$ cat src/rtl/inst_cache_pkg.sv
// Shared definitions for the instruction cache slice.
//   ADDR_TYPE / INST_TYPE : byte address and instruction word types
//   INST_CNT_NUM          : instructions per cache line (MemoryControl burst length)
//   TRUE / FALSE          : single-bit constants
//   INST_RESET            : value instruction registers take on reset
//   cache_state_t         : controller states
package inst_cache_pkg;

  typedef logic [31:0] ADDR_TYPE;
  typedef logic [31:0] INST_TYPE;

  localparam int INST_CNT_NUM = 4;

  localparam logic TRUE  = 1'b1;
  localparam logic FALSE = 1'b0;

  localparam INST_TYPE INST_RESET = 32'h0000_0000;

  typedef enum logic [1:0] {
    IDLE   = 2'd0,
    LOOKUP = 2'd1,
    FILL   = 2'd2,
    ABORT  = 2'd3
  } cache_state_t;

endpackage

$ cat src/rtl/icache_line_array.sv
// Valid / tag / data storage for the direct-mapped instruction cache.
//   clk_in, rst_in                  : clock, synchronous active-high reset (clears valid bits only)
//   rd_index, rd_word               : combinational read port
//   rd_valid, rd_tag, rd_data       : contents of the addressed line / word
//   wr_index, wr_word, wr_data      : write address and instruction word
//   data_we                         : write wr_data into (wr_index, wr_word)
//   tag_we, wr_tag                  : write the line tag
//   valid_we, wr_valid              : set or clear the line valid bit
module icache_line_array
  import inst_cache_pkg::*;
#(
  parameter int LINES          = 16,
  parameter int WORDS_PER_LINE = INST_CNT_NUM,
  parameter int TAG_W          = 24,
  parameter int IDX_W          = $clog2(LINES),
  parameter int OFF_W          = $clog2(WORDS_PER_LINE)
) (
  input  logic             clk_in,
  input  logic             rst_in,
  input  logic [IDX_W-1:0] rd_index,
  input  logic [OFF_W-1:0] rd_word,
  output logic             rd_valid,
  output logic [TAG_W-1:0] rd_tag,
  output logic [31:0]      rd_data,
  input  logic [IDX_W-1:0] wr_index,
  input  logic [OFF_W-1:0] wr_word,
  input  logic [31:0]      wr_data,
  input  logic             data_we,
  input  logic             tag_we,
  input  logic [TAG_W-1:0] wr_tag,
  input  logic             valid_we,
  input  logic             wr_valid
);

  logic [LINES-1:0] valid_q;
  logic [TAG_W-1:0] tag_mem  [LINES];
  INST_TYPE         data_mem [LINES*WORDS_PER_LINE];

  // Only the valid bits need resetting; tags and data are qualified by them.
  always_ff @(posedge clk_in) begin
    if (rst_in) begin
      valid_q <= '0;
    end else if (valid_we) begin
      valid_q[wr_index] <= wr_valid;
    end
  end

  always_ff @(posedge clk_in) begin
    if (tag_we) begin
      tag_mem[wr_index] <= wr_tag;
    end
    if (data_we) begin
      data_mem[{wr_index, wr_word}] <= wr_data;
    end
  end

  assign rd_valid = valid_q[rd_index];
  assign rd_tag   = tag_mem[rd_index];
  assign rd_data  = data_mem[{rd_index, rd_word}];

endmodule

$ cat src/rtl/inst_cache.sv
// Direct-mapped instruction cache between the fetcher and MemoryControl's fetcher port.
//   clk_in, rst_in, rdy_in     : clock, synchronous active-high reset, global freeze (0 = hold)
//   pc_valid_in, pc_in         : fetch request, held by the fetcher until inst_valid_out
//   flush_in                   : abandon the current request or line fill
//   inst_valid_out, inst_out   : one-cycle response pulse with the instruction
//   mc_enable_out, mc_address_out, mc_reset_out : line-fill request / abort to MemoryControl
//   mc_one_inst_in, mc_inst_in : one delivered burst word
//   mc_end_in                  : MemoryControl ended the burst
module inst_cache
  import inst_cache_pkg::*;
#(
  parameter int LINES          = 16,
  parameter int WORDS_PER_LINE = INST_CNT_NUM,
  parameter int ADDR_W         = 32
) (
  input  logic              clk_in,
  input  logic              rst_in,
  input  logic              rdy_in,
  input  logic              pc_valid_in,
  input  logic [ADDR_W-1:0] pc_in,
  input  logic              flush_in,
  output logic              inst_valid_out,
  output logic [31:0]       inst_out,
  output logic              mc_enable_out,
  output logic [ADDR_W-1:0] mc_address_out,
  output logic              mc_reset_out,
  input  logic              mc_one_inst_in,
  input  logic [31:0]       mc_inst_in,
  input  logic              mc_end_in
);

  localparam int OFF   = $clog2(WORDS_PER_LINE);
  localparam int IDX   = $clog2(LINES);
  localparam int TAG_W = ADDR_W - IDX - OFF - 2;
  localparam logic [OFF:0] LAST_WORD = (OFF+1)'(WORDS_PER_LINE - 1);

  cache_state_t state, next_state;

  logic [ADDR_W-1:0] pc_q, pc_d;
  logic [OFF:0]      fill_cnt, fill_cnt_d;
  logic              inst_valid_d, mc_enable_d, mc_reset_d;
  INST_TYPE          inst_d;
  logic [ADDR_W-1:0] mc_address_d;
  logic              data_we, tag_we, valid_we, wr_valid;

  logic [IDX-1:0]    index_sel;
  logic [OFF-1:0]    word_sel;
  logic [TAG_W-1:0]  tag_sel;
  logic [ADDR_W-1:0] line_base;
  logic              rd_valid, hit, accept, last_word;
  logic [TAG_W-1:0]  rd_tag;
  INST_TYPE          rd_data;
  logic              unused_pc_bits;

  assign word_sel       = pc_q[OFF+1:2];
  assign index_sel      = pc_q[IDX+OFF+1:OFF+2];
  assign tag_sel        = pc_q[ADDR_W-1:IDX+OFF+2];
  assign line_base      = {pc_q[ADDR_W-1:OFF+2], {(OFF+2){1'b0}}};
  assign unused_pc_bits = ^pc_q[1:0];

  assign hit = rd_valid && (rd_tag == tag_sel);
  // The fetcher still shows the answered request during the response cycle,
  // so a new request is only taken once inst_valid_out has dropped.
  assign accept    = pc_valid_in && !flush_in && !inst_valid_out;
  assign last_word = mc_one_inst_in && (fill_cnt == LAST_WORD);

  icache_line_array #(
    .LINES          (LINES),
    .WORDS_PER_LINE (WORDS_PER_LINE),
    .TAG_W          (TAG_W)
  ) u_lines (
    .clk_in   (clk_in),
    .rst_in   (rst_in),
    .rd_index (index_sel),
    .rd_word  (word_sel),
    .rd_valid (rd_valid),
    .rd_tag   (rd_tag),
    .rd_data  (rd_data),
    .wr_index (index_sel),
    .wr_word  (fill_cnt[OFF-1:0]),
    .wr_data  (mc_inst_in),
    .data_we  (data_we && rdy_in),
    .tag_we   (tag_we && rdy_in),
    .wr_tag   (tag_sel),
    .valid_we (valid_we && rdy_in),
    .wr_valid (wr_valid)
  );

  always_ff @(posedge clk_in) begin
    if (rst_in) begin
      state <= IDLE;
    end else if (rdy_in) begin
      state <= next_state;
    end
  end

  // Flush has priority everywhere; a completing word beats a simultaneous mc_end_in.
  always_comb begin
    next_state = state;
    case (state)
      IDLE:   if (accept) next_state = LOOKUP;
      LOOKUP: if (flush_in || hit) next_state = IDLE;
              else next_state = FILL;
      FILL:   if (flush_in) next_state = ABORT;
              else if (last_word || mc_end_in) next_state = IDLE;
      ABORT:  next_state = IDLE;
      default: next_state = IDLE;
    endcase
  end

  // Next values for the registered outputs and the array write strobes.
  always_comb begin
    pc_d         = pc_q;
    fill_cnt_d   = fill_cnt;
    inst_valid_d = FALSE;
    inst_d       = inst_out;
    mc_enable_d  = mc_enable_out;
    mc_address_d = mc_address_out;
    mc_reset_d   = FALSE;
    data_we      = FALSE;
    tag_we       = FALSE;
    valid_we     = FALSE;
    wr_valid     = FALSE;
    case (state)
      IDLE: begin
        if (accept) pc_d = pc_in;
      end
      LOOKUP: begin
        if (!flush_in) begin
          if (hit) begin
            inst_valid_d = TRUE;
            inst_d       = rd_data;
          end else begin
            valid_we     = TRUE;
            mc_enable_d  = TRUE;
            mc_address_d = line_base;
            fill_cnt_d   = '0;
          end
        end
      end
      FILL: begin
        if (flush_in) begin
          mc_enable_d  = FALSE;
          mc_address_d = '0;
          mc_reset_d   = TRUE;
        end else if (mc_one_inst_in) begin
          data_we    = TRUE;
          fill_cnt_d = fill_cnt + (OFF+1)'(1);
          if (last_word) begin
            tag_we       = TRUE;
            valid_we     = TRUE;
            wr_valid     = TRUE;
            mc_enable_d  = FALSE;
            mc_address_d = '0;
          end
        end else if (mc_end_in) begin
          mc_enable_d  = FALSE;
          mc_address_d = '0;
        end
      end
      ABORT: begin
        mc_enable_d  = FALSE;
        mc_address_d = '0;
      end
      default: ;
    endcase
  end

  always_ff @(posedge clk_in) begin
    if (rst_in) begin
      pc_q           <= '0;
      fill_cnt       <= '0;
      inst_valid_out <= FALSE;
      inst_out       <= INST_RESET;
      mc_enable_out  <= FALSE;
      mc_address_out <= '0;
      mc_reset_out   <= FALSE;
    end else if (rdy_in) begin
      pc_q           <= pc_d;
      fill_cnt       <= fill_cnt_d;
      inst_valid_out <= inst_valid_d;
      inst_out       <= inst_d;
      mc_enable_out  <= mc_enable_d;
      mc_address_out <= mc_address_d;
      mc_reset_out   <= mc_reset_d;
    end
  end

endmodule

$ cat config.mk
export PLATFORM = sky130hd
export DESIGN_NAME = inst_cache
export DESIGN_NICKNAME = d
export VERILOG_FILES = /design/src/rtl/inst_cache_pkg.sv /design/src/rtl/icache_line_array.sv /design/src/rtl/inst_cache.sv
export SDC_FILE = /design/constraint.sdc
export NUM_CORES = 2
export LEC_CHECK = 0
export BUFFER_PORTS_ARGS = -buffer_cell sky130_fd_sc_hd__buf_2
export CORE_ASPECT_RATIO = 0.5
export CORE_MARGIN = 5
export CORE_UTILIZATION = 60
export CTS_BUF_LIST = sky130_fd_sc_hd__clkbuf_8
export DETAILED_ROUTE_END_ITERATION = 8
export PLACE_DENSITY = 0.8
export SLEW_MARGIN = 20
export SYNTH_ARGS = -nofsm -noshare
export SYNTH_HDL_FRONTEND = slang
export SYNTH_HIERARCHICAL = 1
export SYNTH_SLANG_ARGS = --single-unit
$ cat constraint.sdc
create_clock -name clk_in -period 4.3 [get_ports clk_in]
set_clock_uncertainty 0.05 [all_clocks]
set_input_delay 0.215 -clock clk_in [delete_from_list [all_inputs] [get_ports clk_in]]
set_output_delay 0.215 -clock clk_in [all_outputs]
set_load 0.01 [all_outputs]
# After elaboration in Yosys (flattened, before gate mapping)
# Memories as Yosys holds them, arrays and structs flattened. A register that Yosys moved wholly into a read port is not among the register bits.
# Index checks and enable logic that the tools add are counted.
# word_totals
reg_bits,88
ram_bits,2432
in_bits,71
out_inout_bits,67
elab_cells,97
memories,2
# memory_table
name,depth,width,read_ports,rd_clocked_by_memory_dff,wr,line,source
u_lines.data_mem,64,32,1,1,1,icache_line_array.sv:37,INST_TYPE data_mem [LINES*WORDS_PER_LINE];
u_lines.tag_mem,16,24,1,1,1,icache_line_array.sv:36,logic [TAG_W-1:0] tag_mem [LINES];
# op_classes
addsub,1
order_cmp,2
eq_ne,13
mux,50
bitwise,1
reduce_logical,20
# ops
cell,n
$mux W32,6
$pmux W32 S3,1
$mux W1,26
$eq A24 B24 Y1,1
$bwmux W16,1
$mux W3,4
$reduce_and A6 Y1,2
$ne A2 B2 Y1 const B,5
$logic_and A1 B1 Y1,8
$mux W2,4
$mux W4,2
$ne A4 B4 Y1 const B,2
$pmux W2 S4,1
$pmux W3 S2,1
$reduce_and A3 Y1,2
$lt A4 B5 Y1 const B,1
$bmux W1 S4,1
$demux W1 S4,1
$eq A2 B2 Y1 const B,2
$ge A4 B1 Y1 const B,1
$reduce_and A4 Y1,1
$add A3 B1 Y3 const B,1
$eq A3 B2 Y1 const B,1
$ne A3 B3 Y1 const B,1
other kinds (9),11

# Depth between registers and ports, before layout
# depth
word_depth,9
ltp_mapped,15
mapped_depth_nobuf,11

# By module
# The synthesis kept the hierarchy.
# by_module_without_submodules
mod,instances,cells_each,area_each_um2,seq_area_each_um2
icache_line_array,1,3932,92598.8,73350.3
inst_cache,1,464,4166.5,1961.9

# Least setup slack after synthesis
# OpenSTA, ideal clock, no wires.
# synth_timing
path_type,reg-to-reg
start,register pc_q[5]
end,register u_lines.valid_q[6]
setup_time_ns,0.132
arrival_time_ns,3.696
t_required_ns,4.118
path_slack_ns,0.422
stages_incl_launch_ff,16
path_buffers,4
period_less_slack_ns,3.878
path_cell_list,dfxtp_1 buf_2 buf_1 clkbuf_1 mux4_2 mux4_2 xnor2_1 nand4_1 nor4_1 a21boi_0 o211a_1 nand2b_1 clkbuf_1 nor2_1 nand2_1 a21oi_1
# synth_via
elab_chain_len,7
elab_cells_between_ends,13
classes_between,2 x order compare; 8 x mux; 3 x reduce/logical
# synth_lines
element,line,source
"start, declared",inst_cache.sv:39,"logic [ADDR_W-1:0] pc_q, pc_d;"
"start signal, assigned",inst_cache.sv:179,pc_q <= pc_d;
$bmux W1 S4,icache_line_array.sv:57,assign rd_valid = valid_q[rd_index];
$mux W1 (implied by the code),icache_line_array.sv:57,
$logic_and A1 B1 Y1,inst_cache.sv:61,assign hit = rd_valid && (rd_tag == tag_sel);
$mux W1,inst_cache.sv:130,if (hit) begin
$mux W1,inst_cache.sv:129,if (!flush_in) begin
$pmux W1 S2,inst_cache.sv:124,case (state)
$logic_and A1 B1 Y1,inst_cache.sv:85,".valid_we (valid_we && rdy_in),"
"end signal, assigned by index",icache_line_array.sv:44,valid_q[wr_index] <= wr_valid;
"end, declared",icache_line_array.sv:35,logic [LINES-1:0] valid_q;
# Parallel ways exist; a longest one is shown, timed or not. The select of a mux whose other input is x is not followed.
# A chain may end at the register's enable or synchronous reset.

# Worst setup path in the final report
# layout_timing
start,register pc_q[4]
end,register u_lines.valid_q[10]
# The elaborated chain is that of the path after synthesis.

==> metrics.txt <==
Core Area 161000 um^2; critical path required time 4.96 ns; CTS sink cnt 2546; Synth-to-Final Area Change 13.3%; Crit Path Category register to register; Seq/Total Area, Yosys 77.8%; clk_lat worst skew 0.91 ns; Post-Synth Simple-Gate Area 1.97%; post-synth cell types 45; DRC viols 0; share of layout cells above drive strength 1 29.6%; max-cap violation count 0; Vias/cell 6.71; CTS Buf Count 338; routed via count 49800; syn_area_per_cell 22.0 um^2; Finished Layout Cells 7412; R2R Setup Slk 0.23 ns; # port buffers 131; Final Critical Period 4.07 ns; WL/cell 31.8 um; initial antenna violation count 10; DR pass1 iterations 6; Die X 578 um; CTS root buf clkbuf_8; multiplexer share of the synthesized area 15.9%; Hold WC Path Type input port to register; vias in the first global route 50600; Max Fanout on Critical Path 16; first-pass GRT wire length 344000 um; max-slew violation count 0; post-synthesis xor/xnor area fraction 0.217%; clk buf depth 4; Post-DP HPWL 130000 um; hold path endpoint u_lines/data_mem[29][0]; nets 5051; Yosys top cell by area edfxtp_1; fmax 245 MHz; Final setup viols 0; # IOs 138; most frequent cells in the layout edfxtp_1 (2432), mux4_2 (637), clkbuf_8 (366); final WL 236000 um; total grt overflow 0; commonest non-fill, non-tap cell in the layout edfxtp_1; die area 170000 um^2; # fillers 9198; VDD IR-drop max 253 uV; Adder-Cell Fraction of Synth Area 0.0776%; CP arrival 4.73 ns; DRT iter0 DRCs 7223; Mapped Area 96800 um^2; status finished, final reports clean; Leak Pwr 0.0346 uW; Reg clk slew, reported paths 0.07 ns; pin count of the biggest net entering global routing 92; Synth Instances 4396; endpoint class of the critical path register; Yosys top cell area share 75.5%; hold path depth 2; max_slew headroom 25.4%; RSZ-0062 raised after global routing no; row cnt 104; Worst Setup Start Kind register; #FFs+latches synth 2546; Area contributors post-synth edfxtp_1 (75%), mux4_2 (15%), dfxtp_1 (2.4%); fraction of the cycle the final worst path needs 94.8%; Total GRT Usage 28.0%; H-tree Lvls 5; synth warn 6; worst-margin pin slew 1.12 ns; Worst Setup SP pc_q[4]; FF-to-FF End u_lines/valid_q[10]; worst r2r src pc_q[4]; Final Hold Vio Count 0; largest family of logic cells by synthesized area multiplexers; Post-Place Cells 6696; RD Place Congestion 0.857; Pwr Density 414 nW/um^2; TritonCTS clock tree built; Starting Density 60.3%; Setup TNS Final 0 ns; Die H 294 um; worst reg-to-reg path cell count 13; Final ANT Viol Nets 0; Worst Hold Launch mc_inst_in[0]; Compound-Gate Fraction of Synth Area 2.71%
per-stage QoR:
stage	cell area (um^2)	hold slack (ns)	power (uW)	worst slack, ns	util, %
3_5_place_dp	102000	0.415	29200	0.0911	63.7
5_1_grt	110000	0.246	46900	0.111	68.3
2_1_floorplan	96800	0.264	28500	0.422	-
6_report	110000	0.248	45400	0.225	68.3
4_1_cts	109000	0.00167	45600	0.0274	68.1
3_3_place_gp	102000	0.403	29100	0.160	63.7
cells by family after synthesis:
logic type,count (synthesis)
AOI/OAI and AO/OA,409
DFF,2546
other,1
and+or+nand+nor,413
xor gates and xnor gates,24
buffers and inverters,261
adders and majority gates,6
muxes,736
worst max path at each step:
stage,endpoint,cells past startpoint,slack (ns)
3_5_place_dp,u_lines/valid_q[10],13,0.09
2_1_floorplan,u_lines/valid_q[6],15,0.42
6_report,u_lines/valid_q[10],13,0.23
4_1_cts,u_lines/valid_q[10],13,0.03
5_1_grt,u_lines/valid_q[0],13,0.11
3_3_place_gp,u_lines/valid_q[0],13,0.16
cell type report:
class                      count  area [um^2]  share of cell area, %
timing repair buffer         491         4660                   4.25
clock inverter               234         1070                  0.973
multi-input combinational   1592        20800                   18.9
clock buffer                 366         5040                   4.60
antenna                        5         12.5                 0.0114
inverter                       5         18.8                 0.0171
sequential                  2546        75300                   68.7
tap                         2173         2720                   2.48
power breakdown:
group | switching [uW] | internal [uW]
clock network | 8660 | 8030
logic | 927 | 625
registers | 59.1 | 27100
total | 9650 | 35800
metal layers:
metal | vias up | wire, um | GRT usage, %
li1 | 19700 | - | -
met1 | 25600 | 83200 | 40.3
met2 | 3899 | 111000 | 43.0
met3 | 542 | 33400 | 6.77
met4 | 0 | 8490 | 9.58
met5 | - | 0 | 0
state kept, by name (all words and copies together) (netlist names):
name,flops
u_lines/data_mem,2048
mc_enable_out,1
mc_address_out,28
inst_valid_out,1
u_lines/valid_q,16
mc_reset_out,1
fill_cnt,3
inst_out,32
u_lines/tag_mem,384
state,2
pc_q,30
timing repair:
| item | 4_1_cts | 5_1_grt |
|---|---|---|
| buffers inserted | 0 | 1 |
| endpoints found under the hold margin | 1263 | 384 |
| setup endpoints to repair | 0 | 35 |
| hold buffers | 102 | 6 |
| gates resized for setup | 0 | 2 |
worst max-delay path, cell delays in order (launching register included):
cell	delay [ns]
dfxtp_4	0.59
buf_4	0.27
mux4_2	0.51
mux4_2	0.49
xnor2_1	0.38
nand4_1	0.19
nor4_2	0.42
a21boi_0	0.22
o211a_1	0.27
nand2b_1	0.12
buf_12	0.15
nor2_1	0.05
nand2_1	0.09
a21oi_1	0.07
cells in the mapped netlist, drive strengths merged:
master  instances
or2             2
and3            1
o211a           1
edfxtp       2432
nand3b          6
a211oi          1
nor2b          11
nor4            3
o21bai          1
nand4          10
nand2         129
o211ai          4
o221ai          1
conb            1
clkbuf        122
or4            26
nor2          149
a31oi           2
inv             5
ha              6
a21oi         144
or3b            1
dfxtp         114
xnor2          24
nor4bb          1
mux4          637
a21boi          1
nor3           16
o21ai          22
a22o            2
a221oi          5
and3b           1
nand3          13
mux2           13
and2            6
nand2b         37
mux2i          86
a22oi         191
or3             1
buf           134
o22ai          34
Note: power is estimated with default switching activity, not from simulation.
